===== config.mk =====
export PLATFORM = sky130hd
export DESIGN_NAME = decode_stage
export DESIGN_NICKNAME = d
export VERILOG_FILES = /design/src/rtl/rv_decode_pkg.sv /design/src/rtl/rv_decode_comb.sv /design/src/rtl/decode_stage.sv
export SDC_FILE = /design/constraint.sdc
export NUM_CORES = 1
export LEC_CHECK = 0
export BUFFER_PORTS_ARGS = -buffer_cell sky130_fd_sc_hd__buf_2
export CORE_UTILIZATION = 49
export CTS_CLUSTER_DIAMETER = 150
export DETAILED_ROUTE_END_ITERATION = 8
export PLACE_DENSITY = 0.8
export SKIP_LAST_GASP = 1
export SYNTH_ARGS = -nofsm -noshare
export SYNTH_HDL_FRONTEND = slang
export SYNTH_SLANG_ARGS = --single-unit

===== constraint.sdc =====
create_clock -name clk -period 2.5 [get_ports clk]
set_input_delay 0 -clock clk [delete_from_list [all_inputs] [get_ports clk]]
set_output_delay 0 -clock clk [all_outputs]
set_load 0.005 [all_outputs]

===== src/rtl/rv_decode_pkg.sv =====
// Shared RV32I decode types: opcodes, ALU op and format enums, decoded bundle struct.
// Imported by rv_decode_comb and decode_stage.
package rv_decode_pkg;

  localparam logic [6:0] OPC_OP_IMM = 7'b0010011;
  localparam logic [6:0] OPC_OP     = 7'b0110011;
  localparam logic [6:0] OPC_LUI    = 7'b0110111;
  localparam logic [6:0] OPC_AUIPC  = 7'b0010111;
  localparam logic [6:0] OPC_JAL    = 7'b1101111;
  localparam logic [6:0] OPC_JALR   = 7'b1100111;
  localparam logic [6:0] OPC_LOAD   = 7'b0000011;
  localparam logic [6:0] OPC_STORE  = 7'b0100011;
  localparam logic [6:0] OPC_BRANCH = 7'b1100011;
  localparam logic [6:0] OPC_SYSTEM = 7'b1110011;

  localparam logic [31:0] INST_ECALL  = 32'h0000_0073;
  localparam logic [31:0] INST_EBREAK = 32'h0010_0073;

  typedef enum logic [3:0] {
    ALU_ADD    = 4'd0,
    ALU_SUB    = 4'd1,
    ALU_SLL    = 4'd2,
    ALU_SLT    = 4'd3,
    ALU_SLTU   = 4'd4,
    ALU_XOR    = 4'd5,
    ALU_SRL    = 4'd6,
    ALU_SRA    = 4'd7,
    ALU_OR     = 4'd8,
    ALU_AND    = 4'd9,
    ALU_COPY_B = 4'd10
  } alu_op_e;

  typedef enum logic [2:0] {
    FMT_R, FMT_I, FMT_S, FMT_B, FMT_U, FMT_J
  } fmt_e;

  typedef struct packed {
    logic [4:0]  rs1;
    logic [4:0]  rs2;
    logic [4:0]  rd;
    logic [31:0] imm;
    alu_op_e     alu_op;
    logic        alu_src_imm;
    logic        reg_wen;
    logic        is_break;
    logic        illegal;
  } dec_t;

  // alt selects SUB/SRA, i.e. funct7[5] on the encodings where it is meaningful
  function automatic alu_op_e alu_from_f3(input logic [2:0] f3, input logic alt);
    alu_op_e op;
    op = ALU_ADD;
    case (f3)
      3'b000:  op = alt ? ALU_SUB : ALU_ADD;
      3'b001:  op = ALU_SLL;
      3'b010:  op = ALU_SLT;
      3'b011:  op = ALU_SLTU;
      3'b100:  op = ALU_XOR;
      3'b101:  op = alt ? ALU_SRA : ALU_SRL;
      3'b110:  op = ALU_OR;
      default: op = ALU_AND;
    endcase
    return op;
  endfunction

endpackage


===== src/rtl/rv_decode_comb.sv =====
// Purely combinational RV32I/RV32E instruction decoder; no state, zero latency.
// Illegal encodings yield an all-zero bundle with only the illegal flag set.
module rv_decode_comb
  import rv_decode_pkg::*;
#(
  parameter int NREG = 32
) (
  input  logic [31:0] i_inst,
  output dec_t        o_dec
);

  localparam logic RV32E = (NREG == 16);

  logic [6:0]  w_opc;
  logic [2:0]  w_f3;
  logic [6:0]  w_f7;
  fmt_e        w_fmt;
  alu_op_e     w_op;
  logic        w_legal;
  logic        w_use1;
  logic        w_use2;
  logic        w_hasrd;
  logic        w_brk;
  logic [31:0] w_imm;

  assign w_opc = i_inst[6:0];
  assign w_f3  = i_inst[14:12];
  assign w_f7  = i_inst[31:25];

  always_comb begin
    w_fmt   = FMT_I;
    w_op    = ALU_ADD;
    w_legal = 1'b1;
    w_use1  = 1'b0;
    w_use2  = 1'b0;
    w_hasrd = 1'b0;
    w_brk   = 1'b0;
    case (w_opc)
      OPC_OP_IMM: begin
        w_use1  = 1'b1;
        w_hasrd = 1'b1;
        w_op    = alu_from_f3(w_f3, i_inst[30] && (w_f3 == 3'b101));
        if (w_f3 == 3'b001)      w_legal = (w_f7 == 7'h00);
        else if (w_f3 == 3'b101) w_legal = (w_f7 == 7'h00) || (w_f7 == 7'h20);
      end
      OPC_OP: begin
        w_fmt   = FMT_R;
        w_use1  = 1'b1;
        w_use2  = 1'b1;
        w_hasrd = 1'b1;
        w_op    = alu_from_f3(w_f3, i_inst[30]);
        w_legal = (w_f7 == 7'h00) ||
                  ((w_f7 == 7'h20) && ((w_f3 == 3'b000) || (w_f3 == 3'b101)));
      end
      OPC_LUI: begin
        w_fmt   = FMT_U;
        w_hasrd = 1'b1;
        w_op    = ALU_COPY_B;
      end
      OPC_AUIPC: begin
        w_fmt   = FMT_U;
        w_hasrd = 1'b1;
      end
      OPC_JAL: begin
        w_fmt   = FMT_J;
        w_hasrd = 1'b1;
      end
      OPC_JALR: begin
        w_use1  = 1'b1;
        w_hasrd = 1'b1;
        w_legal = (w_f3 == 3'b000);
      end
      OPC_LOAD: begin
        w_use1  = 1'b1;
        w_hasrd = 1'b1;
        w_legal = (w_f3 != 3'b011) && (w_f3[2:1] != 2'b11);
      end
      OPC_STORE: begin
        w_fmt   = FMT_S;
        w_use1  = 1'b1;
        w_use2  = 1'b1;
        w_legal = !w_f3[2] && (w_f3 != 3'b011);
      end
      OPC_BRANCH: begin
        w_fmt   = FMT_B;
        w_use1  = 1'b1;
        w_use2  = 1'b1;
        w_op    = ALU_SUB;
        w_legal = (w_f3[2:1] != 2'b01);
      end
      OPC_SYSTEM: begin
        w_legal = (i_inst == INST_ECALL) || (i_inst == INST_EBREAK);
        w_brk   = (i_inst == INST_EBREAK);
      end
      default: w_legal = 1'b0;
    endcase
    // RV32E only has x0..x15, so bit 4 of any register index actually read or written is illegal
    if (RV32E && ((w_use1 && i_inst[19]) || (w_use2 && i_inst[24]) || (w_hasrd && i_inst[11])))
      w_legal = 1'b0;
  end

  always_comb begin
    w_imm = '0;
    case (w_fmt)
      FMT_I:   w_imm = {{20{i_inst[31]}}, i_inst[31:20]};
      FMT_S:   w_imm = {{20{i_inst[31]}}, i_inst[31:25], i_inst[11:7]};
      FMT_B:   w_imm = {{19{i_inst[31]}}, i_inst[31], i_inst[7], i_inst[30:25], i_inst[11:8], 1'b0};
      FMT_U:   w_imm = {i_inst[31:12], 12'b0};
      FMT_J:   w_imm = {{11{i_inst[31]}}, i_inst[31], i_inst[19:12], i_inst[20], i_inst[30:21], 1'b0};
      default: w_imm = '0;
    endcase
  end

  always_comb begin
    o_dec = '0;
    if (w_legal) begin
      o_dec.rs1         = w_use1  ? i_inst[19:15] : 5'd0;
      o_dec.rs2         = w_use2  ? i_inst[24:20] : 5'd0;
      o_dec.rd          = w_hasrd ? i_inst[11:7]  : 5'd0;
      o_dec.imm         = w_imm;
      o_dec.alu_op      = w_op;
      o_dec.alu_src_imm = (w_fmt != FMT_R) && (w_fmt != FMT_B);
      o_dec.reg_wen     = w_hasrd && (i_inst[11:7] != 5'd0);
      o_dec.is_break    = w_brk;
    end else begin
      o_dec.illegal     = 1'b1;
    end
  end

endmodule


===== src/rtl/decode_stage.sv =====
// Registered RV32I decode stage: 1-cycle latency, full throughput, in_ready drops when output is stalled or halted.
// Sticky halt after EBREAK/illegal until rst; DECODE_PERF_EN adds transfer/illegal counters.
module decode_stage
  import rv_decode_pkg::*;
#(
  parameter int PC_W = 32,
  parameter int NREG = 32
) (
  input  logic            clk,
  input  logic            rst,
  input  logic            in_valid,
  output logic            in_ready,
  input  logic [31:0]     in_inst,
  input  logic [PC_W-1:0] in_pc,
  output logic            out_valid,
  input  logic            out_ready,
  output logic [PC_W-1:0] out_pc,
  output logic [4:0]      out_rs1,
  output logic [4:0]      out_rs2,
  output logic [4:0]      out_rd,
  output logic [31:0]     out_imm,
  output alu_op_e         out_alu_op,
  output logic            out_alu_src_imm,
  output logic            out_reg_wen,
  output logic            out_is_break,
  output logic            out_illegal,
  output logic            halted
`ifdef DECODE_PERF_EN
  ,
  output logic [31:0]     perf_inst_cnt,
  output logic [31:0]     perf_illegal_cnt
`endif
);

  dec_t            w_dec;
  logic            w_xfer;
  dec_t            r_dec;
  logic [PC_W-1:0] r_pc;
  logic            r_vld;
  logic            r_halted;

  rv_decode_comb #(.NREG(NREG)) u_comb (
    .i_inst (in_inst),
    .o_dec  (w_dec)
  );

  assign in_ready = !r_halted && (!r_vld || out_ready);
  assign w_xfer   = in_valid && in_ready;

  always_ff @(posedge clk or posedge rst) begin
    if (rst) begin
      r_dec    <= '0;
      r_pc     <= '0;
      r_vld    <= 1'b0;
      r_halted <= 1'b0;
    end else begin
      if (w_xfer) begin
        r_dec <= w_dec;
        r_pc  <= in_pc;
        r_vld <= 1'b1;
      end else if (out_ready) begin
        r_vld <= 1'b0;
      end
      if (w_xfer && (w_dec.is_break || w_dec.illegal))
        r_halted <= 1'b1;
    end
  end

  assign out_valid       = r_vld;
  assign out_pc          = r_pc;
  assign out_rs1         = r_dec.rs1;
  assign out_rs2         = r_dec.rs2;
  assign out_rd          = r_dec.rd;
  assign out_imm         = r_dec.imm;
  assign out_alu_op      = r_dec.alu_op;
  assign out_alu_src_imm = r_dec.alu_src_imm;
  assign out_reg_wen     = r_dec.reg_wen;
  assign out_is_break    = r_dec.is_break;
  assign out_illegal     = r_dec.illegal;
  assign halted          = r_halted;

`ifdef DECODE_PERF_EN
  logic [31:0] r_inst_cnt;
  logic [31:0] r_ill_cnt;

  always_ff @(posedge clk or posedge rst) begin
    if (rst) begin
      r_inst_cnt <= '0;
      r_ill_cnt  <= '0;
    end else if (w_xfer) begin
      r_inst_cnt <= r_inst_cnt + 32'd1;
      if (w_dec.illegal)
        r_ill_cnt <= r_ill_cnt + 32'd1;
    end
  end

  assign perf_inst_cnt    = r_inst_cnt;
  assign perf_illegal_cnt = r_ill_cnt;
`endif

endmodule

# Yosys cells after proc, flatten, opt, wreduce, memory -nomap -nowiden
# Cells that the tools add are included.
op_classes:
  n_eq_ne: 28
  n_reduce_logical: 28
  muxes: 23
ops:
  columns: ["cell", "n"]
  rows:
  - ["32-bit case mux with 5 select lines", 1]
  - ["4-bit case mux with 7 select lines", 2]
  - ["54-bit 2-to-1 mux", 1]
  - ["32-bit by 21-bit equality test with 1-bit output (second input constant)", 1]
  - ["32-bit by 7-bit equality test with 1-bit output (second input constant)", 1]
  - ["7-bit by 6-bit equality test with 1-bit output (second input constant)", 4]
  - ["7-bit equality test (second input constant)", 4]
  - ["4-bit case mux with 4 select lines", 1]
  - ["3-bit equality test (second input constant)", 5]
  - ["5-bit 2-to-1 mux", 3]
  - ["3-bit case mux with 5 select lines", 1]
  - ["7-bit by 5-bit equality test with 1-bit output (second input constant)", 2]
  - ["1-bit 2-to-1 mux", 13]
  - ["3-bit by 2-bit equality test with 1-bit output (second input constant)", 4]
  - ["1-bit logical AND", 9]
  - ["1-bit case mux with 8 select lines", 1]
  - ["7-bit by 2-bit equality test with 1-bit output (second input constant)", 1]
  - ["7-bit zero test", 1]
  - ["7-bit OR reduction", 1]
  - ["3-bit by 1-bit equality test with 1-bit output (second input constant)", 2]
  - ["1-bit logical OR", 6]
  - ["3-bit by 2-bit inequality test with 1-bit output (second input constant)", 2]
  - ["3-bit OR reduction", 2]
  - ["6-bit OR reduction", 1]
  - ["other kinds (8)", 10]
word_totals:
  regBits: 89

# Depth between registers and ports, before layout
# Gate-level depths: netlist (run 1).
depth:
  word_depth: 8
  mapped_depth: 9

# Cells and area by module
# From an unflattened synthesis (run 1), not the netlist that was laid out.
hier_totals:
  hier_cells: 385
  hier_area_um2: 4501.8
modules_own_cells:
  columns: ["module", "area_per_inst_um2", "cells_per_inst", "seq_area_each_um2", "n_inst"]
  rows:
  - ["decode_stage", 3478.3, 193, 2227.1, 1]
  - ["rv_decode_comb", 1023.5, 192, 0.0, 1]

# Least setup slack after synthesis (run 1)
# No wires, ideal clock.
synth_timing:
  path_type: "input -> register"
  from: "in in_inst[15]"
  to: "reg r_dec, in the netlist out_imm[17]"
  n_path_buf: 2
  slack_ps: 572
  stages: 7
  arrival_time_ps: 1836
  cell_sequence: "or4_1 or4_4 nor4_4 nor4_1 buf_6 buf_6 o31ai_2"
synth_via:
  elab_chain_cells: 4
  word_cells_on_any_way: 5
  classes_between: "eq/ne (2); mux (2); reduce/logical (1)"
synth_lines:
  columns: ["item", "line", "rtl"]
  rows:
  - ["start: declaration", "decode_stage.sv:13", "input logic [31:0] in_inst,"]
  - ["32-bit by 7-bit equality test with 1-bit output or 32-bit by 21-bit equality test with 1-bit output (tied branches)", "rv_decode_comb.sv:92", "w_legal = (i_inst == INST_ECALL) || (i_inst == INST_EBREAK);"]
  - ["1-bit logical OR (*)", "rv_decode_comb.sv:92", null]
  - ["1-bit case mux with 8 select lines (*)", "rv_decode_comb.sv:38", "case (w_opc)"]
  - ["54-bit 2-to-1 mux (*)", "rv_decode_comb.sv:116", "if (w_legal) begin"]
  - ["end signal: assignment", "decode_stage.sv:58", "r_dec <= w_dec;"]
  - ["end: declaration", "decode_stage.sv:37", "dec_t r_dec;"]
# Every way passes the cells marked *; elsewhere a longest branch is shown, timed or not.
# A chain may end at the register's enable or synchronous reset.

# Final worst setup path (run 1)
layout_timing:
  from: "in in_inst[15]"
  to: "reg r_dec, in the netlist out_imm[26]"
# The elaborated chain is that of the path after synthesis.

==> results of run 1 <==
==> per-layer routing <==
layer,vias up,share of wire [%]
met5,-,0
met1,2076,39
met3,34,9.1
met4,0,3.1
met2,252,48
li1,2005,-
==> worst max-delay path, delay by kind of cell <==
kind | cells | cell delay [ns]
AND/OR/NAND/NOR | 4 | 1.37
buffers and inverters | 3 | 0.93
AO/OA/AOI/OAI | 1 | 0.30
==> flip-flops by register name, indices dropped and copies added (netlist names), 4 cells and up <==
name / flops
out_pc: 32
out_alu_op: 4
out_rs1: 5
out_imm: 32
out_rs2: 5
out_rd: 5
==> cell usage after synthesis (3+ instances only) <==
master	instances	area, um^2
a32o_1	5	50.1
o31ai_1	30	225
a31oi_1	4	25.0
clkbuf_1	31	116
nand2_1	164	616
nand2b_1	6	37.5
nor2b_1	3	18.8
o21ai_0	20	100
nand3_1	7	35.0
and2_1	4	25.0
nand4_1	7	43.8
nor2_1	9	33.8
inv_1	4	15.0
a21oi_1	24	120
o31ai_2	7	87.6
a22oi_1	4	30.0
and3_1	3	18.8
nor3_1	7	35.0
dfrtp_1	89	2230
nor4_1	3	18.8
==> repair_timing <==
action	CTS	global route
endpoints found under the hold margin	108	0
hold buffers	53	0
resized for setup	0	1
setup endpoints to repair	0	1
==> where the power goes <==
group | internal [mW] | switching, mW
Sequential | 1.75 | 0.178
Combinational | 0.482 | 0.593
Clock | 0.478 | 0.551
Total | 2.71 | 1.32
==> area by class of cell <==
cell class / count / area (um^2)
clock inverters: 6 / 75.1
repair buffers: 221 / 1410
clock buffers: 10 / 128
well taps: 105 / 131
fillers: 636 / 2410
flip-flops and latches: 89 / 2230
inverters: 4 / 16.3
multi-input cells: 336 / 1820
==> path summary, 6_finish.rpt <==
kind | startpoint | to | slack (ns) | cells past startpoint
max | in_inst[15] | out_imm[26] | 0.17 | 8
max in group asynchronous | rst | out_imm[4] | 1.47 | 4
min | out_ready | out_valid | 0.03 | 3
max reg2reg | out_valid | out_imm[5] | 0.56 | 5
min reg2reg | out_pc[30] | out_pc[30] | 0.47 | 2
min in group asynchronous | rst | out_pc[17] | 0.33 | 3
==> cell families after synthesis <==
kind of cell    Yosys count  share of synthesized area [%]
simple gates            227                           24.2
compound gates          107                           18.0
flops                    89                           53.3
buf+inv                  40                           3.98
xor+xnor                  1                          0.210
mux                       1                          0.239
==> layout by cell type (no fill, tap or decap), drive strengths merged, types with 2 or more instances in the layout <==
cell,count
nand2b,6
a32o,5
nor4,4
nand3,7
a21oi,24
nand2,164
a31oi,4
or4,3
o31ai,37
nor2b,3
clkbuf,10
o41ai,2
nand3b,2
clkinv,2
dlygate4sd3,53
nor2,9
inv,6
nand4,7
buf,168
nor3,7
a22oi,4
and3,3
and2,4
nand4b,2
dfrtp,89
o21ai,21
o21a,2
==> through the flow <==
step / util [%] / instance area (um^2) / hold slack [ns]
after global placement: 61.6 / 5060 / 0.165
after CTS: 70.6 / 5800 / 0.00607
after detailed placement: 61.6 / 5060 / 0.177
after floorplan: - / 4180 / 0.105
after global routing: 70.7 / 5810 / 0.0377
final: 70.7 / 5810 / 0.0277
==> impl_metrics.toml, run 1 <==
[logic_synthesis]
synthCells = 465
yosys_warnings = 0
avgSynthCellArea_um2 = 8.99
ys_ff_latch = 89
netlist_area_um2 = 4180
synth-main-ff-cell = "dfrtp_1"
synth-edff-count = 0
ys_seq_area_share_pct = 53.3
async_reset_ff_share_pct = 100
synth_nets = 533
synth.distinct_cells = 48

[placement]
place_ws_ns = 0.328
io_buffers = 157
placed_cells = 702
gp_congestion = 0.876
hpwl_mm = 8.56

[outcome]
status = "finished clean"

[grt]
grtUsageMet1_pct = 39.7
antenna_found_initial = 0
grt_usage_pct = 31.6
overflow = 0
grt-busiest-layer = "met2"
grt_max_degree = 68
globalRouteMet3Util_pct = 6.92
grt_pass1_vias = 4312
grt_util_met2_pct = 51.3
grt_pass1_wl_mm = 21.3

[clock_network]
clock_latency_ns = 0.37
cts_made_buffers = 9
cts_htree_levels = 3
cts_sinks = 89
root_buffer = "clkbuf_8"
cts_tree = "yes"
postCtsSetupRepairBufs = 0
clk_pin_slew_ns = 0.09
clock_path_buffers = 2

[sta]
grt_setup_unrepaired = "no"
finalSetupTns_ns = 0
finalSetupViolCount = 0
min_period_ns = 2.33
worstMarginPinSlew_ns = 0.819
setup_slack_ns = 0.170
skew_ns = 0.0130
finalMaxSlewViolations = 0
hold_viol = 0
max_slew_margin_pct = 45.3
period_share_pct = 93.2
max_freq_ghz = 0.429

[detailed_routing]
wl_per_cell_um = 17.3
drtIter0Drc = 321
wl_mm = 13.3
vias = 4367
drc_errors = 0
routed_via_density = 5.66
detail-route-antenna-nets = 0
first_pass_iters = 5

[critical_path]
worst_ep_arrival_time_ns = 2.60
max_stage_delay_ns = 0.53
crit_chain = "dlygate4sd3_1 > buf_2 > or4_1 > or4_4 > nor4_4 > nor4_2 > buf_4 > o31ai_1"
critPathKind = "primary input to flop"
cp_slowest_cell = "dlygate4sd3_1"
path_max_fanout = 25
worstSetupStartpointType = "primary input"
worstPathRequired_ns = 2.77
crit_path_end_kind = "flop"

[layout]
areaGrowthSynthToFinish_pct = 38.9
n_antenna_cell = 0
finalNonFillerCells = 771
fin_nets = 729
layout-drive-gt1-share_pct = 30.0

[power]
leakagePower_nw = 2.99
power.density_nw_per_um2 = 695
vdd_drop_max_mv = 0.456
p_total_mw = 4.04

[floorplan]
dieArea_um2 = 8900
core_area_um2 = 8220
pin_count = 158
die_w_um = 94.4
start_util_pct = 50.9
die_y_um = 94.4
fp-row-count = 33

[run]
drv_cap = 0

[worst_hold_path]
holdCritPathClass = "primary input to flop"
(Power assumes the default switching activity.)
==> run 2, diff against run 1 <==
CELL_PAD_IN_SITES_DETAIL_PLACEMENT = 1   (was default)
CELL_PAD_IN_SITES_GLOBAL_PLACEMENT = 1   (was default)
CORE_UTILIZATION = 36   (was 49)
GPL_TIMING_DRIVEN = 0   (was default)
PLACE_DENSITY = default   (was 0.8)
PLACE_DENSITY_LB_ADDON = 0.1   (was default)
==> run 2 against run 1 <==
Compared with the run above: register-to-register slack worse by 0.34 ns; die area up 35%; global-route usage down 5.1 points; clock skew down 0.0061 ns; final area up 3.0%; flip-flop and latch count unchanged; final cell count up 7.7%; hold slack worse by 0.025 ns; clock power up 29%; count of clock-buffer cells in the layout up 2; maximum frequency up 0.22%; routed wire length up 13%.
==> impl_metrics.toml, run 2 (synthesis gave the netlist of run 1 again) <==
[outcome]
status = "finished clean"

[sta]
hold_viol = 0
grt_setup_unrepaired = "no"
max_slew_margin_pct = 24.6
period_share_pct = 93.0
finalSetupViolCount = 0
min_period_ns = 2.33
skew_ns = 0.00685
finalMaxSlewViolations = 0
worstMarginPinSlew_ns = 1.12
max_freq_ghz = 0.430

[placement]
hpwl_mm = 10.7
gp_congestion = 0.845
placed_cells = 762
place_area_um2 = 5170
io_buffers = 156

[grt]
grt_max_degree = 50
grt_pass1_wl_mm = 23.8
grt_usage_pct = 26.5
antenna_found_initial = 0
overflow = 0
grt_pass1_vias = 4601

[critical_path]
crit_path_end_kind = "flop"
endpoint = "out_rs2[2]"
critPathKind = "primary input to flop"
worst_ep_arrival_time_ns = 2.53
worstPathRequired_ns = 2.70
crit_start = "in_inst[4]"
r2r-end = "out_imm[22]"
path_max_fanout = 10
reg2reg_slack_ns = 0.22
worstSetupStartpointType = "primary input"
rr_worst_depth = 6
reg2reg_from = "out_valid"

[layout]
finalInstanceArea_um2 = 5980
n_antenna_cell = 0
areaGrowthSynthToFinish_pct = 43.1
finalNonFillerCells = 830
layout-drive-gt1-share_pct = 27.0
fin_nets = 754
final_common_cell = "nand2_1"
layout_common_cells = "nand2_1 (164), buf_2 (157), dfrtp_1 (89)"
fin_util_pct = 54.0
fill_cells = 1335

[clock_network]
clock_latency_ns = 0.35
cts_sinks = 89
clock_path_buffers = 2
clk_pin_slew_ns = 0.06
postCtsSetupRepairBufs = 0
cts_htree_levels = 3
root_buffer = "clkbuf_16"
cts_tree = "yes"
cts_made_buffers = 9

[power]
swShare_pct = 30.8
leakagePower_nw = 3.02
p_sw_mw = 1.34
vdd_drop_max_mv = 0.370
p_int_mw = 3.01
p_total_mw = 4.36
seqPwrFrac_pct = 44.1
power.density_nw_per_um2 = 728
clkPwrFrac_pct = 30.6
combPwrFrac_pct = 25.4

[detailed_routing]
first_pass_iters = 4
wl_per_cell_um = 18.2
drtIter0Drc = 194
wl_mm = 15.1
routed_via_density = 5.24
drc_errors = 0
vias = 4346
detail-route-antenna-nets = 0

[floorplan]
dieArea_um2 = 12000
die_y_um = 110
die_w_um = 110
start_util_pct = 37.7
pin_count = 158
core_area_um2 = 11100
fp-row-count = 38

[run]
drv_cap = 0

[worst_hold_path]
holdCritPathClass = "primary input to flop"
==> run 2: cell types whose count changed in the layout (fill, tap and decap cells not counted), moves of 2 or more <==
cell       change
buf_1          +2
buf_4         -10
inv_6          -2
clkbuf_16      +9
clkbuf_8       -9
buf_6          +2
clkbuf_1      +33
==> run 2: power by group through the flow <==
| stage | clock [mW] | sequential [mW] | combinational [mW] |
|---|---|---|---|
| 2_1_floorplan | 0 | 1.97 | 0.436 |
| 3_3_place_gp | 0 | 1.93 | 0.986 |
| 3_5_place_dp | 0 | 1.94 | 1.03 |
| 4_1_cts | 1.36 | 1.92 | 1.10 |
| 5_1_grt | 1.41 | 1.96 | 1.25 |
| 6_report | 1.33 | 1.92 | 1.10 |
==> run 2: per-layer routing <==
| layer | up-vias | share of wire (%) | GRT usage [%] |
|---|---|---|---|
| met5 | - | 0 | 0 |
| met4 | 0 | 2.2 | 10.0 |
| met3 | 25 | 7.1 | 7.17 |
| met2 | 137 | 49 | 45.2 |
| met1 | 2129 | 42 | 32.0 |
| li1 | 2055 | - | - |
==> run 2: cell type report <==
class / instances / area, um^2 / share of cell area, %
Sequential cell: 89 / 2230 / 37.2
Multi-Input combinational cell: 336 / 1790 / 30.0
Timing Repair Buffer: 210 / 1340 / 22.4
Clock buffer: 12 / 236 / 3.95
Tap cell: 140 / 175 / 2.93
Buffer: 36 / 151 / 2.53
Clock inverter: 3 / 42.5 / 0.711
Inverter: 4 / 17.5 / 0.293
==> run 2: how the worst min path moves through the flow <==
stage	start	end	depth (start not counted)
floorplan	in_pc[0]	out_pc[0]	2
global placement	in_pc[9]	out_pc[9]	3
detailed placement	rst	out_pc[25]	2
CTS	out_ready	out_valid	3
global route	out_ready	out_valid	3
finish	out_ready	out_valid	3
==> run 2: metrics by stage <==
step	hold WS [ns]	setup TNS [ns]	setup WS (ns)
2_1_floorplan	0.105	0	0.193
3_3_place_gp	0.189	-86.72	-0.972
3_5_place_dp	0.102	-1.16	-0.114
4_1_cts	0.0129	0	0.0563
5_1_grt	0.0457	0	0.0322
6_report	0.00282	0	0.175
==> run 2: worst max-delay path: stages <==
cell and delay, ns:
buf_2 0.10, clkbuf_1 0.21, nor2b_1 0.22, and2_1 0.14
clkbuf_1 0.18, a31o_2 0.28, nor4_1 0.73, clkbuf_1 0.48
o31ai_1 0.17
==> run 2: timing repair <==
action | CTS | global route
hold buffers | 53 | 0
endpoints found under the setup margin | 0 | 1
gates resized for setup | 0 | 1
endpoints found under the hold margin | 92 | 0
